[src/rtl/draw_sweep_ctrl.sv]
// Sweep controller that issues consecutive even/odd address pairs to a dual-port memory.
// A start captures the base and pair count; pairs advance on mem_ready and abort cancels silently.
module draw_sweep_ctrl #(
   parameter int ADDR_W = 14,
   parameter int CNT_W  = 9
) (
   input  logic              clk,
   input  logic              reset,
   input  logic              start,
   input  logic [ADDR_W-1:0] base,
   input  logic [CNT_W-1:0]  pairs,
   input  logic              abort,
   input  logic              mem_ready,
   output logic              busy,
   output logic              valid,
   output logic [ADDR_W-1:0] addr_a,
   output logic [ADDR_W-1:0] addr_b,
   output logic [CNT_W-1:0]  idx,
   output logic              done
);

   localparam int HI_W = ADDR_W - 1;

   typedef enum logic [1:0] {
      ST_IDLE,
      ST_RUN,
      ST_DONE
   } state_t;

   state_t            state_q, state_d;
   logic [HI_W-1:0]   base_hi_q, base_hi_d;
   logic [CNT_W-1:0]  pairs_q, pairs_d;
   logic [CNT_W-1:0]  idx_q, idx_d;
   logic              last_pair;
   logic [HI_W-1:0]   pair_addr;

   // Pair address wraps naturally in HI_W bits; idx is resized to the pair-address width.
   always_comb begin
      last_pair = (idx_q == (pairs_q - CNT_W'(1)));
      pair_addr = base_hi_q + HI_W'(idx_q);
   end

   always_comb begin
      state_d   = state_q;
      base_hi_d = base_hi_q;
      pairs_d   = pairs_q;
      idx_d     = idx_q;
      unique case (state_q)
         ST_IDLE: begin
            if (start) begin
               base_hi_d = base[ADDR_W-1:1];
               pairs_d   = pairs;
               idx_d     = '0;
               state_d   = (pairs == '0) ? ST_DONE : ST_RUN;
            end
         end
         ST_RUN: begin
            // Abort takes priority over any transfer, including the last one.
            if (abort) begin
               state_d = ST_IDLE;
            end else if (mem_ready) begin
               if (last_pair) begin
                  state_d = ST_DONE;
               end else begin
                  idx_d = idx_q + CNT_W'(1);
               end
            end
         end
         ST_DONE: begin
            state_d = ST_IDLE;
         end
         default: begin
            state_d = ST_IDLE;
         end
      endcase
   end

   always_ff @(posedge clk or posedge reset) begin
      if (reset) begin
         state_q   <= ST_IDLE;
         base_hi_q <= '0;
         pairs_q   <= '0;
         idx_q     <= '0;
      end else begin
         state_q   <= state_d;
         base_hi_q <= base_hi_d;
         pairs_q   <= pairs_d;
         idx_q     <= idx_d;
      end
   end

   always_comb begin
      busy   = (state_q != ST_IDLE);
      valid  = (state_q == ST_RUN);
      done   = (state_q == ST_DONE);
      addr_a = {pair_addr, 1'b0};
      addr_b = {pair_addr, 1'b1};
      idx    = idx_q;
   end

endmodule

[config.mk]
export PLATFORM = sky130hd
export DESIGN_NAME = draw_sweep_ctrl
export DESIGN_NICKNAME = d
export VERILOG_FILES = /design/src/rtl/draw_sweep_ctrl.sv
export SDC_FILE = /design/constraint.sdc
export NUM_CORES = 1
export LEC_CHECK = 0
export BUFFER_PORTS_ARGS = -buffer_cell sky130_fd_sc_hd__clkbuf_2
export CAP_MARGIN = 20
export CORE_ASPECT_RATIO = 2
export CORE_MARGIN = 2
export CORE_UTILIZATION = 29
export DETAILED_ROUTE_END_ITERATION = 7
export PLACE_DENSITY = 0.5
export SLEW_MARGIN = 20
export SYNTH_ARGS = -nofsm -noshare
export SYNTH_HDL_FRONTEND = slang
export SYNTH_SLANG_ARGS = --single-unit
[constraint.sdc]
create_clock -name clk -period 2.85 [get_ports clk]
set_clock_uncertainty 0.15 [all_clocks]
set_input_delay 0.4275 -clock clk [delete_from_list [all_inputs] [get_ports clk]]
set_output_delay 0.4275 -clock clk [all_outputs]
set_load 0.03 [all_outputs]
==> impl_metrics.json, run 1 <==
{
  "die-area_um2": 9131,
  "r2r_start": "pairs_q[0]",
  "grt_pass1_wl_um": 10860,
  "yosysWarnings": 0,
  "ant_nets": 0,
  "synth_top_area_cell": "dfrtp_1",
  "grtUsageTotal": 0.1587,
  "leakage_uw": 0.001601,
  "totalNegativeSetupSlack_ns": -0.4214,
  "syn-instance-count": 292,
  "p_per_area_nw_per_um2": 637.4,
  "rsz0062_at_grt": "yes",
  "first_pass_iters": 4,
  "grt_pass1_vias": 2275,
  "synth_top_family_by_area": "simple AND/OR/NAND/NOR gates",
  "syn-num-nets": 332,
  "r2r_slack_ns": 0.08,
  "cp-start-kind": "register",
  "clkTransAtPathRegs_ns": 0.05,
  "synth-edff-count": 0,
  "detail_route.iter0.violations": 46,
  "synthSimpleGateAreaFrac": 0.2747,
  "r2r_end": "idx[8]",
  "cp_max_fo": 5,
  "holdCritPathClass": "in -> async",
  "drt_wl_total_um": 6660,
  "wl_per_cell_um": 14.38,
  "ys_ff_latch": 33,
  "synthTopCellsByArea": "dfrtp_1 (34%), nand2_1 (11%), ha_1 (5.7%)",
  "finalMaxSlewViolations": 0,
  "cp.required_ns": 2.27,
  "place_hpwl_um": 5189,
  "drive_gt1_frac": 0.3836,
  "synth_compound_area_frac": 0.1754,
  "tightest_slew_ns": 0.8469,
  "status": "finished with violations",
  "irDropWorstVdd_v": 0.0003814,
  "clk_latency_ns": 0.28,
  "yosysTopAreaCellShare": 0.3414,
  "setup_viol": 8,
  "grt_max_degree": 34,
  "viasPerCell": 4.989,
  "cts.sinks": 33,
  "synth-adder-area-share": 0.06518,
  "syn_area_um2": 2419,
  "avgSynthCellArea_um2": 8.283,
  "start_util": 0.2959,
  "antennaDiodeCount": 0,
  "row_count": 47,
  "critPathSlowestCell": "dfrtp_1",
  "synthMuxAreaShare": 0,
  "routabilityCongestion": 0.7690,
  "path_class": "reg -> out",
  "drcViolationCount": 0,
  "io_pins": 68,
  "cp.arrival_ns": 2.35,
  "nets": 404,
  "synth_xor_area_frac": 0.05794,
  "utilization": 0.4104,
  "min_period_ns": 2.932,
  "grt_overflow": 0,
  "async_flop_share": 1.000,
  "hold_viol_final": 0,
  "path_cells": "ha_4 -> inv_2 -> fa_2 -> nor2b_2 -> o21ai_2 -> a21boi_2 -> o21a_4 -> o311ai_0 -> o211ai_1 -> buf_4",
  "synth-main-ff-cell": "dfrtp_1",
  "end_kind": "primary output",
  "slew_headroom": 0.4351,
  "seq_area_frac_synth": 0.3414,
  "layout_setup_ws_ns": -0.08236,
  "rr_worst_depth": 10,
  "vias": 2310,
  "p_total_uw": 2138,
  "fp.dieW_um": 68.58,
  "cpPeakStageDelay_ns": 0.41,
  "violations": "negative setup slack",
  "cts_buffers": 5,
  "nFillCells": 848,
  "clockBufferDepth": 2,
  "clockRootBuffer": "clkbuf_16",
  "cts_max_level": 2,
  "cap_viol_max_count": 0,
  "die_y_um": 133.2,
  "cts_tree": "yes",
  "area_growth_syn_to_layout_pct": 38.70,
  "ys_types": 56,
  "finalCritPeriodShare": 1.029,
  "coreArea_um2": 8174,
  "max_freq_mhz": 341.0,
  "place.port_buffers": 64,
  "antenna_found_initial": 0
}
## sequential cells by signal (all words and copies together) (netlist names)
signal and cells:
base_hi_q 13, idx 9, pairs_q 9, state_q 2
## placed cells by master, fill, tap and decap left out, types with 4 or more instances in the layout
master and instances:
clkbuf_8 6, a21oi_2 4, xnor2_1 5, dfrtp_1 27, nand3_1 10, o211ai_1 6
xor2_1 7, o21ai_0 5, a21o_1 4, ha_4 4, ha_1 6, inv_1 11
nor3_1 5, clkbuf_16 5, xnor2_2 4, dfrtp_2 6, buf_4 28, nand2b_1 6
nand2_1 72, nor2_1 11, clkbuf_2 51, a21oi_1 5
## cells by family after synthesis
family,Yosys count
AOI/OAI and AO/OA,57
xor gates and xnor gates,16
adders and majority gates,12
buffers and inverters,37
DFF,33
other,2
and+or+nand+nor,135
## report_power, final
group / total, µW / internal, µW / switching [µW]
combinational: 997 / 383 / 614
sequential: 630 / 547 / 82.9
clock: 512 / 324 / 187
total: 2140 / 1250 / 884
## cells in the mapped netlist, types with 2 or more instances
cell	instances
a21oi_1	9
nand3b_1	3
inv_1	13
nand2b_1	6
nor2_1	13
o21ai_0	7
and3_1	2
o311ai_0	4
o21ai_1	2
xnor2_1	9
or4_1	3
nand3_1	10
a31oi_1	2
dfrtp_1	33
clkbuf_1	8
nor3b_1	2
a21boi_0	2
conb_1	2
buf_4	16
o31ai_1	3
nor3_1	6
xor2_1	7
nor2b_1	3
o41ai_1	4
o211ai_1	6
nand2_1	72
a211oi_1	3
a21o_1	4
ha_1	11
## layout make-up
type                       instances  area [µm²]  share of cell area
tap                               98       122.6             0.03655
timing repair buffer              89       589.3              0.1757
inverter                          13       48.80             0.01455
multi-input combinational        222        1624              0.4841
sequential                        33       833.3              0.2484
clock buffer                       8       136.4             0.04066
## worst max-delay path: cells and delay by family, from the launching register on
family / cells / cell delay (ns)
AND/OR/NAND/NOR: 1 / 0.05
AO/OA/AOI/OAI: 5 / 0.99
flip-flops: 1 / 0.41
adder cells (fa/ha/maj): 2 / 0.38
buffers and inverters: 2 / 0.25
## per-layer routing
layer	share of wire	GRT usage
met5	0	0
met4	0.025	0.06889
met3	0.037	0.02111
met2	0.60	0.2997
met1	0.34	0.1614
## worst max path at each step
stage	to	start	cells past startpoint
floorplan	addr_b[11]	idx[0]	10
global placement	addr_b[12]	idx[1]	9
detailed placement	addr_a[12]	idx[1]	9
CTS	addr_a[13]	idx[0]	10
global route	addr_a[13]	idx[0]	10
finish	addr_a[13]	base_hi_q[0]	10
## per-stage QoR
| stage | std cells | cell area, µm² | hold WS (ns) | setup WS, ns |
|---|---|---|---|---|
| floorplan | 292 | 2495 | 0.2808 | -0.2374 |
| global placement | 450 | 2934 | 0.3128 | -0.05414 |
| detailed placement | 450 | 2934 | 0.3090 | -0.08012 |
| CTS | 458 | 3202 | 0.08964 | -0.1770 |
| global route | 463 | 3354 | 0.1248 | -0.1973 |
| finish | 463 | 3354 | 0.06956 | -0.08236 |
## repair_timing
item                                    4_1_cts  5_1_grt
pin swaps                                     7       14
endpoints found under the setup margin       14       24
setup buffers                                 1        5
hold buffers                                  0        0
cloned                                        0        0
resized for setup                            28       35
Note: power is estimated with default switching activity, not from simulation.
==> run 2, diff against run 1 <==
- CELL_PAD_IN_SITES_DETAIL_PLACEMENT: default -> 1
- CELL_PAD_IN_SITES_GLOBAL_PLACEMENT: default -> 2
- PLACE_DENSITY: 0.5 -> 0.78
==> impl_metrics.json, run 2 (synthesized netlist as in run 1, its figures left out) <==
{
  "routabilityCongestion": 0.7247,
  "rsz0062_at_grt": "yes",
  "cp.required_ns": 2.27,
  "clockPowerShare": 0.240,
  "antennaDiodeCount": 0,
  "wl_per_cell_um": 15.50,
  "final_cell_mix": "nand2_1 (72), clkbuf_2 (49), buf_4 (34)",
  "cts.sinks": 33,
  "status": "finished with violations",
  "multi_input_area_um2": 1613,
  "vias": 2403,
  "p_per_area_nw_per_um2": 640.1,
  "clockBufferDepth": 2,
  "violations": "negative setup slack",
  "io_pins": 68,
  "cp.arrival_ns": 2.30,
  "cp_max_fo": 5,
  "slew_headroom": 0.3804,
  "grtUsageTotal": 0.1754,
  "first_pass_iters": 4,
  "p_sw_frac": 0.4160,
  "start_util": 0.2959,
  "grtUsageMet3": 0.02027,
  "min_period_ns": 2.877,
  "drt_wl_total_um": 7254,
  "clkTransAtPathRegs_ns": 0.05,
  "finalMaxSlewViolations": 0,
  "row_count": 47,
  "p_sw_uw": 901.3,
  "cap_viol_max_count": 0,
  "grtUsageMet1": 0.1689,
  "path_class": "reg -> out",
  "grt_pass1_wl_um": 12050,
  "top_register": "base_hi_q",
  "place_hpwl_um": 5722,
  "cts_max_level": 2,
  "r2r_slack_ns": 0.07,
  "cp-start-kind": "register",
  "viasPerCell": 5.135,
  "ant_nets": 0,
  "grt_overflow": 0,
  "nFillCells": 973,
  "final_common_cell": "nand2_1",
  "coreArea_um2": 8174,
  "die_y_um": 133.2,
  "holdWs_ns": 0.1715,
  "totalNegativeSetupSlack_ns": -0.1017,
  "intPower_uw": 1265,
  "leakage_uw": 0.001649,
  "irDropWorstVdd_v": 0.0002559,
  "holdCritPathClass": "in -> async",
  "drive_gt1_frac": 0.3784,
  "place.port_buffers": 64,
  "grt_max_degree": 24,
  "fp.dieW_um": 68.58,
  "die-area_um2": 9131,
  "pwr-share-seq": 0.289,
  "hold_viol_final": 0,
  "antenna_found_initial": 0,
  "clk_latency_ns": 0.28,
  "end_kind": "primary output",
  "tightest_slew_ns": 0.9284,
  "cts_hold_buf": 0,
  "p_comb_frac": 0.471,
  "cts_buffers": 5,
  "cts_tree": "yes",
  "setup_viol": 4,
  "nets": 409,
  "finalCritPeriodShare": 1.009,
  "clockRootBuffer": "clkbuf_16",
  "area_growth_syn_to_layout_pct": 39.94,
  "seqCellArea_um2": 832.0,
  "max_freq_mhz": 347.6,
  "drcViolationCount": 0,
  "largest_reg_flops": 13,
  "grt_pass1_vias": 2585,
  "grt_busiest_layer": "met2",
  "grt_use_met2": 0.3440,
  "layout_setup_ws_ns": -0.02688,
  "detail_route.iter0.violations": 43
}
-- run 2: cell count changes in the layout (fill, tap and decap cells not counted), sizes merged --
cell    previous run  this run
clkbuf            66        65
buf               31        37
-- run 2: metrics by stage --
stage | util | std cells | power [µW] | worst slack, ns | instance area [µm²]
floorplan | - | 292 | 1346 | -0.2374 | 2495
global placement | 0.3608 | 452 | 1527 | 0.06579 | 2949
detailed placement | 0.3608 | 452 | 1548 | -0.004627 | 2949
CTS | 0.4003 | 467 | 2143 | -0.1384 | 3272
global route | 0.4141 | 468 | 2303 | -0.1438 | 3385
finish | 0.4141 | 468 | 2166 | -0.02688 | 3385
-- run 2: power groups by stage --
stage	clock (µW)	combinational, µW	sequential, µW
detailed placement	0	919	629
floorplan	0	711	636
global route	552	1110	640
CTS	535	987	621
finish	520	1020	626
global placement	0	901	625
-- run 2: final cells by class --
type / instances / area share
Multi-Input combinational cell: 222 / 0.4765
Tap cell: 98 / 0.03623
Clock buffer: 8 / 0.04030
Timing Repair Buffer: 94 / 0.1867
Sequential cell: 33 / 0.2458
Inverter: 13 / 0.01442
-- run 2: final timing paths --
check / endpoint / start / cells after the start
max reg2reg: idx[5] / pairs_q[0] / 9
max: addr_a[11] / base_hi_q[0] / 10
min: base_hi_q[1] / reset / 2
min in group clk: base_hi_q[0] / base[1] / 3
max in group asynchronous: pairs_q[5] / reset / 3
min reg2reg: state_q[1] / state_q[1] / 1
-- run 2: layer usage --
| metal | up-vias | wire (µm) |
|---|---|---|
| met2 | 48 | 4440 |
| met4 | 0 | 148 |
| met3 | 10 | 209 |
| met5 | - | 0 |
| met1 | 1192 | 2455 |
| li1 | 1153 | - |
-- run 2: critical path, cell delays in order, from the launching register on --
cell      delay (ns)
dfrtp_1         0.41
ha_4            0.18
inv_2           0.04
fa_2            0.19
nor2b_2         0.05
o21ai_2         0.15
a21boi_2        0.09
o21a_4          0.23
o31a_1          0.26
o211ai_1        0.22
buf_4           0.20
-- run 2: what timing repair did --
item / CTS / global route
gates resized for setup: 31 / 31
pin swaps: 10 / 13
gates cloned: 0 / 0
setup buffers: 7 / 1
endpoints found under the setup margin: 14 / 25
==> run 3, diff against run 2 <==
- SKIP_CTS_REPAIR_TIMING: default -> 1
==> impl_metrics.json, run 3 (synthesized netlist as in run 1, its figures left out) <==
{
  "tightest_slew_ns": 0.9272,
  "start_util": 0.2959,
  "min_period_ns": 2.955,
  "row_count": 47,
  "cts.sinks": 33,
  "clk_latency_ns": 0.28,
  "place_hpwl_um": 5722,
  "clockRootBuffer": "clkbuf_16",
  "place.port_buffers": 64,
  "vias": 2392,
  "final_cell_mix": "nand2_1 (72), clkbuf_2 (50), dfrtp_1 (28), buf_4 (28), inv_1 (12)",
  "slew_headroom": 0.3812,
  "grt_pass1_vias": 2497,
  "layout_setup_ws_ns": -0.1051,
  "drive_gt1_frac": 0.3644,
  "r2r_end": "idx[5]",
  "cp_top_family": "compound AO/OA/AOI/OAI gates",
  "r2r_slack_ns": 0.07,
  "r2r_start": "pairs_q[0]",
  "largest_reg_flops": 13,
  "grtUsageTotal": 0.1704,
  "cap_viol_max_count": 0,
  "cp-start-kind": "register",
  "clkTransAtPathRegs_ns": 0.05,
  "holdCritPathClass": "in -> async",
  "p_per_area_nw_per_um2": 646.9,
  "rr_worst_depth": 9,
  "leakage_uw": 0.001612,
  "finalNonFillerCells": 463,
  "drcViolationCount": 0,
  "top_register": "base_hi_q",
  "max_freq_mhz": 338.4,
  "hold_viol_final": 0,
  "die-area_um2": 9131,
  "antenna_found_initial": 0,
  "coreArea_um2": 8174,
  "path_cells": "ha_4 -> inv_2 -> fa_2 -> nor2b_1 -> o21ai_1 -> a21boi_2 -> o21a_4 -> o31a_1 -> o211ai_1 -> buf_4",
  "irDropWorstVdd_v": 0.0002542,
  "drt_wl_total_um": 7141,
  "fp.dieW_um": 68.58,
  "routabilityCongestion": 0.7247,
  "status": "finished with violations",
  "cp_max_fo": 5,
  "cts_tree": "yes",
  "worst-path-buf-inv": 2,
  "cp.required_ns": 2.27,
  "wl_per_cell_um": 15.42,
  "nets": 404,
  "ant_nets": 0,
  "cts_buffers": 5,
  "violations": "negative setup slack",
  "totalNegativeSetupSlack_ns": -0.4772,
  "cts_max_level": 2,
  "setup_viol": 8,
  "io_pins": 68,
  "grt_overflow": 0,
  "detail_route.iter0.violations": 60,
  "path_class": "reg -> out",
  "first_pass_iters": 4,
  "end_kind": "primary output",
  "dpl.cell_count": 452,
  "cpPeakStageDelay_ns": 0.41,
  "clockBufferDepth": 2,
  "area_growth_syn_to_layout_pct": 36.99,
  "die_y_um": 133.2,
  "grt_max_degree": 24,
  "finalCritPeriodShare": 1.037,
  "finalMaxSlewViolations": 0,
  "viasPerCell": 5.166,
  "critPathSlowestCell": "dfrtp_1",
  "grt_pass1_wl_um": 11670,
  "final_common_cell": "nand2_1",
  "rsz0062_at_grt": "yes",
  "cp.arrival_ns": 2.38,
  "antennaDiodeCount": 0
}
-- run 3: through the flow --
step                      setup slack, ns    util  hold WS, ns  total power (µW)  area [µm²]
after floorplan                   -0.2374       -       0.2808              1346        2495
after global placement            0.06579  0.3608       0.3119              1527        2949
after detailed placement        -0.004627  0.3608       0.3202              1548        2949
after CTS                         -0.3175  0.3775       0.1825              2078        3085
after global routing              -0.2399  0.4053       0.2092              2280        3313
final                             -0.1051  0.4053       0.1710              2143        3313
-- run 3: final cells by class --
class | count | area (µm²)
Fill cell | 976 | 4861
Clock buffer | 8 | 136.4
Inverter | 13 | 48.80
Timing Repair Buffer | 89 | 571.8
Multi-Input combinational cell | 222 | 1602
Sequential cell | 33 | 832.0
Tap cell | 98 | 122.6
-- run 3: worst max-delay path by stage --
stage	endpoint	depth (start not counted)	slack (ns)	startpoint
after floorplan	addr_b[11]	10	-0.24	idx[0]
after global placement	addr_b[12]	8	0.07	idx[1]
after detailed placement	addr_b[9]	10	-0.005	base_hi_q[0]
after CTS	addr_b[9]	10	-0.32	base_hi_q[0]
after global routing	addr_a[13]	10	-0.24	base_hi_q[0]
final	addr_a[13]	10	-0.11	base_hi_q[0]
-- run 3: power by group --
group          switching [µW]  total, µW  internal [µW]
Combinational             622        997            375
Clock                     196        521            325
Sequential               79.3        626            546
-- run 3: per-layer routing --
metal | routed length, µm | part of all wire | GRT usage | vias up
met3 | 216 | 0.030 | 0.02027 | 10
li1 | - | - | - | 1147
met4 | 148 | 0.021 | 0.07333 | 0
met5 | 0 | 0 | 0 | -
met2 | 4341 | 0.61 | 0.3307 | 46
met1 | 2435 | 0.34 | 0.1662 | 1189
